File: src/rtl/stage_mem.sv
`timescale 1ns/1ps
// Memory-access stage: issues loads/stores on a req/gnt/rvalid port, aligns load data, registers the WB bundle.
// Non-memory ops retire one cycle later; memory ops raise stall_o until grant (store) or response (load) arrives.
module stage_mem #(
  parameter int WD_SIZE     = 32,
  parameter int REG_SIZE    = 5,
  parameter int FUNCT3_SIZE = 3,
  parameter int BE_SIZE     = WD_SIZE/8
) (
  input  logic                   clk,
  input  logic                   reset_n,
  input  logic [WD_SIZE-1:0]     alu_result_i,
  input  logic [WD_SIZE-1:0]     rs2_data_i,
  input  logic [REG_SIZE-1:0]    rd_i,
  input  logic                   ctrl_ld_i,
  input  logic                   ctrl_st_i,
  input  logic                   ctrl_reg_write_i,
  input  logic [FUNCT3_SIZE-1:0] ctrl_mem_width_i,
  output logic                   stall_o,
  output logic                   mem_req_o,
  output logic                   mem_we_o,
  output logic [WD_SIZE-1:0]     mem_addr_o,
  output logic [WD_SIZE-1:0]     mem_wdata_o,
  output logic [BE_SIZE-1:0]     mem_be_o,
  input  logic                   mem_gnt_i,
  input  logic                   mem_rvalid_i,
  input  logic [WD_SIZE-1:0]     mem_rdata_i,
  output logic [WD_SIZE-1:0]     wb_data_o,
  output logic [REG_SIZE-1:0]    wb_rd_o,
  output logic                   wb_reg_write_o,
  output logic                   wb_valid_o,
  output logic                   misaligned_o
);

  typedef enum logic [1:0] {IDLE, REQ, WAIT} state_t;

  typedef struct packed {
    logic [1:0]             off;
    logic [FUNCT3_SIZE-1:0] width;
    logic [REG_SIZE-1:0]    rd;
    logic                   reg_write;
  } ld_ctx_t;

  localparam logic [1:0] W_B = 2'b00;
  localparam logic [1:0] W_H = 2'b01;

  state_t               state;
  ld_ctx_t              ctx;
  logic                 req_q;
  logic                 is_mem;
  logic                 misaligned;
  logic [1:0]           off;
  logic [BE_SIZE-1:0]   be;
  logic [WD_SIZE-1:0]   wdata;
  logic [WD_SIZE-1:0]   shifted;
  logic [WD_SIZE-1:0]   load_data;

  assign is_mem = ctrl_ld_i | ctrl_st_i;
  assign off    = alu_result_i[1:0];

  // Request drops in the same cycle reset is asserted, not one edge later.
  assign mem_req_o = req_q & reset_n;

  always_comb begin
    misaligned = 1'b0;
    be         = '1;
    wdata      = rs2_data_i;
    case (ctrl_mem_width_i[1:0])
      W_B: begin
        be    = BE_SIZE'(1) << off;
        wdata = {(WD_SIZE/8){rs2_data_i[7:0]}};
      end
      W_H: begin
        misaligned = off[0];
        be         = BE_SIZE'(3) << off;
        wdata      = {(WD_SIZE/16){rs2_data_i[15:0]}};
      end
      default: misaligned = (off != 2'b00);
    endcase
    misaligned = misaligned & is_mem;
  end

  assign shifted = mem_rdata_i >> {ctx.off, 3'b000};

  always_comb begin
    load_data = mem_rdata_i;
    case (ctx.width)
      3'b000:  load_data = {{(WD_SIZE-8){shifted[7]}}, shifted[7:0]};
      3'b001:  load_data = {{(WD_SIZE-16){shifted[15]}}, shifted[15:0]};
      3'b100:  load_data = {{(WD_SIZE-8){1'b0}}, shifted[7:0]};
      3'b101:  load_data = {{(WD_SIZE-16){1'b0}}, shifted[15:0]};
      default: load_data = mem_rdata_i;
    endcase
  end

  always_comb begin
    stall_o = 1'b0;
    if (reset_n) begin
      case (state)
        IDLE:    stall_o = is_mem & ~misaligned;
        REQ:     stall_o = ~(mem_gnt_i & mem_we_o);
        WAIT:    stall_o = ~mem_rvalid_i;
        default: stall_o = 1'b0;
      endcase
    end
  end

  always_ff @(posedge clk) begin
    if (!reset_n) begin
      state          <= IDLE;
      ctx            <= '0;
      req_q          <= 1'b0;
      mem_we_o       <= 1'b0;
      mem_addr_o     <= '0;
      mem_wdata_o    <= '0;
      mem_be_o       <= '0;
      wb_data_o      <= '0;
      wb_rd_o        <= '0;
      wb_reg_write_o <= 1'b0;
      wb_valid_o     <= 1'b0;
      misaligned_o   <= 1'b0;
    end else begin
      wb_valid_o     <= 1'b0;
      wb_reg_write_o <= 1'b0;
      misaligned_o   <= 1'b0;
      case (state)
        IDLE: begin
          if (!is_mem) begin
            wb_data_o      <= alu_result_i;
            wb_rd_o        <= rd_i;
            wb_reg_write_o <= ctrl_reg_write_i;
            wb_valid_o     <= 1'b1;
          end else if (misaligned) begin
            misaligned_o <= 1'b1;
            wb_valid_o   <= 1'b1;
          end else begin
            mem_addr_o    <= {alu_result_i[WD_SIZE-1:2], 2'b00};
            mem_be_o      <= be;
            mem_wdata_o   <= wdata;
            mem_we_o      <= ctrl_st_i;
            req_q         <= 1'b1;
            ctx.off       <= off;
            ctx.width     <= ctrl_mem_width_i;
            ctx.rd        <= rd_i;
            ctx.reg_write <= ctrl_reg_write_i;
            state         <= REQ;
          end
        end
        REQ: begin
          // A same-cycle rvalid is not ours: the response always follows the grant.
          if (mem_gnt_i) begin
            req_q <= 1'b0;
            if (mem_we_o) begin
              wb_valid_o <= 1'b1;
              state      <= IDLE;
            end else begin
              state <= WAIT;
            end
          end
        end
        WAIT: begin
          if (mem_rvalid_i) begin
            wb_data_o      <= load_data;
            wb_rd_o        <= ctx.rd;
            wb_reg_write_o <= ctx.reg_write & (ctx.rd != '0);
            wb_valid_o     <= 1'b1;
            state          <= IDLE;
          end
        end
        default: state <= IDLE;
      endcase
    end
  end

endmodule

File: config.mk
export PLATFORM = sky130hd
export DESIGN_NAME = stage_mem
export DESIGN_NICKNAME = d
export VERILOG_FILES = /design/src/rtl/stage_mem.sv
export SDC_FILE = /design/constraint.sdc
export NUM_CORES = 1
export LEC_CHECK = 0
export CORE_ASPECT_RATIO = 1.75
export CORE_UTILIZATION = 48
export DETAILED_ROUTE_END_ITERATION = 10
export PLACE_DENSITY = 0.87
export SLEW_MARGIN = 15
export SYNTH_ARGS = -nofsm -noshare
export SYNTH_HDL_FRONTEND = slang
export SYNTH_SLANG_ARGS = --single-unit
File: constraint.sdc
create_clock -name clk -period 5.8 [get_ports clk]
set_clock_uncertainty 0.2 [all_clocks]
set_input_delay 0.87 -clock clk [delete_from_list [all_inputs] [get_ports clk]]
set_output_delay 0.87 -clock clk [all_outputs]
set_load 0.03 [all_outputs]
==> results_dict.tcl <==
set metrics [dict create \
    status "finished, violations left" \
    violations "DRC" \
    synthArstFlopShare_pct 0 \
    crit_path_max_incr_delay_ps 1010 \
    layout-drive-gt1-share_pct 5.84 \
    crit_buf_inv 2 \
    grt_use_total_pct 30.9 \
    clk_latency_ps 410 \
    worstMarginPinSlew_ps 1080 \
    startpoint "ctrl_mem_width_i[0]" \
    drt_pre_antenna_iters 10 \
    ys_ff_latch 121 \
    viasPerCell 5.78 \
    cts_tree "done" \
    antenna_found_initial 0 \
    hp-class "reg -> reg" \
    ioPinCount 222 \
    grt_pass1_vias 5979 \
    crit_fanout 20 \
    critical_path_required_ps 4730 \
    syn_to_final_growth_pct 47.2 \
    clk_path_buf_depth 2 \
    irDropWorstVdd_v 0.000234 \
    synth-seq-area-share_pct 42.0 \
    drt_iter0_drc 308 \
    cp_slowest_cell "clkdlybuf4s50_1" \
    synth_flop_cell "dfxtp_1" \
    r2r_start "ctx[9]" \
    syn_area_um2 5760 \
    drv_cap 0 \
    p_leak_nw 3.29 \
    syn_area_per_cell_um2 8.25 \
    htreeDepth 4 \
    powerDensity_nw_per_um2 312 \
    finalSetupViolCount 0 \
    synth.distinct_cells 51 \
    min_from "mem_addr_o[20]" \
    period_share_pct 78.6 \
    critPathKind "in -> out" \
    crit_path_start_kind "input port" \
    final_cells 1025 \
    dp_worst_setup_slack_ps 1270 \
    drc 14 \
    cts_resized 0 \
    wl_per_cell_um 18.5 \
    max-slew-margin-rel_pct 28.2 \
    grt_max_degree 124 \
    finalNetCount 989 \
    worstPathArrival_ps 3490 \
    hold_ws_ps 264 \
    drtAntennaViolNets 0 \
    path_clk_slew_ps 50 \
    synth_edf_count 0 \
    drt-total-wl_um 19000 \
    fp.dieW_um 84.8 \
    fp.dieH_um 147 \
    nFillCells 855 \
    vias 5922 \
    yosys_warnings 0 \
    cp_cell_sequence "clkdlybuf4s50_1 > a21oi_1 > o221a_4 > nor3_1 > a21oi_1 > clkdlybuf4s50_1" \
    holdBufCountCts 0 \
    numCtsBuffers 17 \
    hpwl_um 13600 \
    dp_cells 994 \
    die_area_um2 12500 \
    cts_root_buf "clkbuf_16" \
    setup_slack_ps 1240 \
    gp_congestion 0.860 \
    end_kind "output port" \
    slew_violations 0 \
    fin_crit_ps 4560 \
    tns_ps 0 \
    grt_pass1_wl_um 30000 \
    num_rows 52 \
    ff_latch_area_um2 2420 \
    core_area_um2 11600 \
    finalHoldViolCount 0 \
    grt_overflow 0 \
    portBuffers 219 \
    rsz0062_at_grt "no" \
    cp_top_family "buffers and inverters" \
    start_util_pct 49.5 \
    syn-instance-count 699 \
    cts_sinks 121 \
    clock.fmax_mhz 219 \
    post_cts.repair.setup_buffers 0 \
    multi_input_area_um2 3070 \
    antennaDiodeCount 0 \
]
## cell families (layout without fill, tap and decap cells)
family,Yosys count,after routing,synth area share [%]
compound gates,220,220,27.6
mux,36,36,6.77
buf+inv,69,259,5.32
simple gates,252,252,18.2
other cells,1,2,0.0651
flops,121,121,42.0
## per-stage QoR
step	total power (W)	utilization, %	instance area, um^2
floorplan	0.00133	-	5770
global placement	0.00160	67.9	7900
detailed placement	0.00162	67.9	7900
CTS	0.00266	72.8	8480
global route	0.00275	72.8	8480
finish	0.00265	72.8	8480
## registers in the layout, summed over array words and instances (netlist names)
signal,cells
wb_data_o,32
mem_wdata_o,32
ctx,11
mem_we_o,1
req_q,1
mem_addr_o,30
wb_rd_o,5
wb_reg_write_o,1
misaligned_o,1
mem_be_o,4
state,2
wb_valid_o,1
## metal layers
| layer | track usage, % | vias to the layer above | routed length, um |
|---|---|---|---|
| met1 | 32.8 | 2767 | 6650 |
| met5 | 0 | - | 0 |
| met2 | 54.1 | 292 | 9780 |
| met3 | 6.85 | 61 | 1380 |
| li1 | - | 2802 | - |
| met4 | 20.8 | 0 | 1150 |
## worst reg2reg max path: cells and delay by family, from the launching register on
kind | cells | cell delay [ps]
multiplexers | 2 | 910
flip-flops | 1 | 740
AO/OA/AOI/OAI | 2 | 690
## area by class of cell
| class | instances | area share (%) |
|---|---|---|
| Clock buffer | 23 | 5.40 |
| Clock inverter | 8 | 1.43 |
| Inverter | 5 | 0.221 |
| Multi-Input combinational cell | 510 | 36.2 |
| Sequential cell | 121 | 28.6 |
| Tap cell | 135 | 1.99 |
| Timing Repair Buffer | 223 | 26.2 |
## path summary, 6_finish.rpt
kind	endpoint	slack (ps)	cells past startpoint
setup / recovery	stall_o	1240	6
hold / removal	mem_addr_o[20]	260	2
setup reg to reg	wb_data_o[16]	3100	4
hold reg to reg	mem_addr_o[20]	260	2
## Yosys cell counts (2+ instances only)
cell / count / area share (%)
clkbuf_1: 41 / 2.7
buf_1: 2 / 0.13
o2bb2ai_1: 7 / 1.1
nor2b_1: 4 / 0.43
inv_1: 4 / 0.26
nor2_1: 18 / 1.2
nand3_1: 15 / 1.3
and2_1: 2 / 0.22
o211ai_1: 16 / 2.1
buf_4: 2 / 0.26
nand2_1: 185 / 12
dfxtp_1: 121 / 42
o221ai_1: 10 / 1.5
or4_1: 2 / 0.26
buf_2: 16 / 1.4
mux4_2: 2 / 0.78
mux2i_1: 30 / 5.2
o211a_1: 24 / 4.2
a2bb2oi_1: 4 / 0.61
nand2b_1: 5 / 0.54
a21oi_1: 23 / 2.0
nor3_1: 11 / 0.96
a31oi_1: 6 / 0.65
o22ai_1: 2 / 0.22
a21boi_0: 57 / 7.4
o21ai_0: 49 / 4.3
nand3b_1: 4 / 0.52
a21oi_2: 10 / 1.5
mux2_1: 3 / 0.59
a21boi_1: 3 / 0.39
## cells in the final DEF (no fill, tap or decap), types with 5 or more instances in the layout
master and n:
nand2_1 185, mux2i_1 30, nand3_1 15, clkbuf_1 5, a21oi_1 23, clkbuf_16 17
o2bb2ai_1 7, nand2b_1 5, a21oi_2 10, a21boi_0 57, o221ai_1 9, nor3_1 11
clkdlybuf4s50_1 218, buf_4 5, o21ai_0 49, o211a_1 24, nor2_1 18, o211ai_1 16
a31oi_1 6, dfxtp_1 120
## power by group
group / internal (W) / total [W] / leakage (nW) / switching, W
Clock: 0.000682 / 0.00104 / 0.281 / 0.000360
Sequential: 0.000908 / 0.000964 / 0.995 / 0.0000553
Combinational: 0.000278 / 0.000640 / 2.02 / 0.000362
Total: 0.00187 / 0.00265 / 3.29 / 0.000778
No activity file was read; power rests on OpenSTA's default activity.
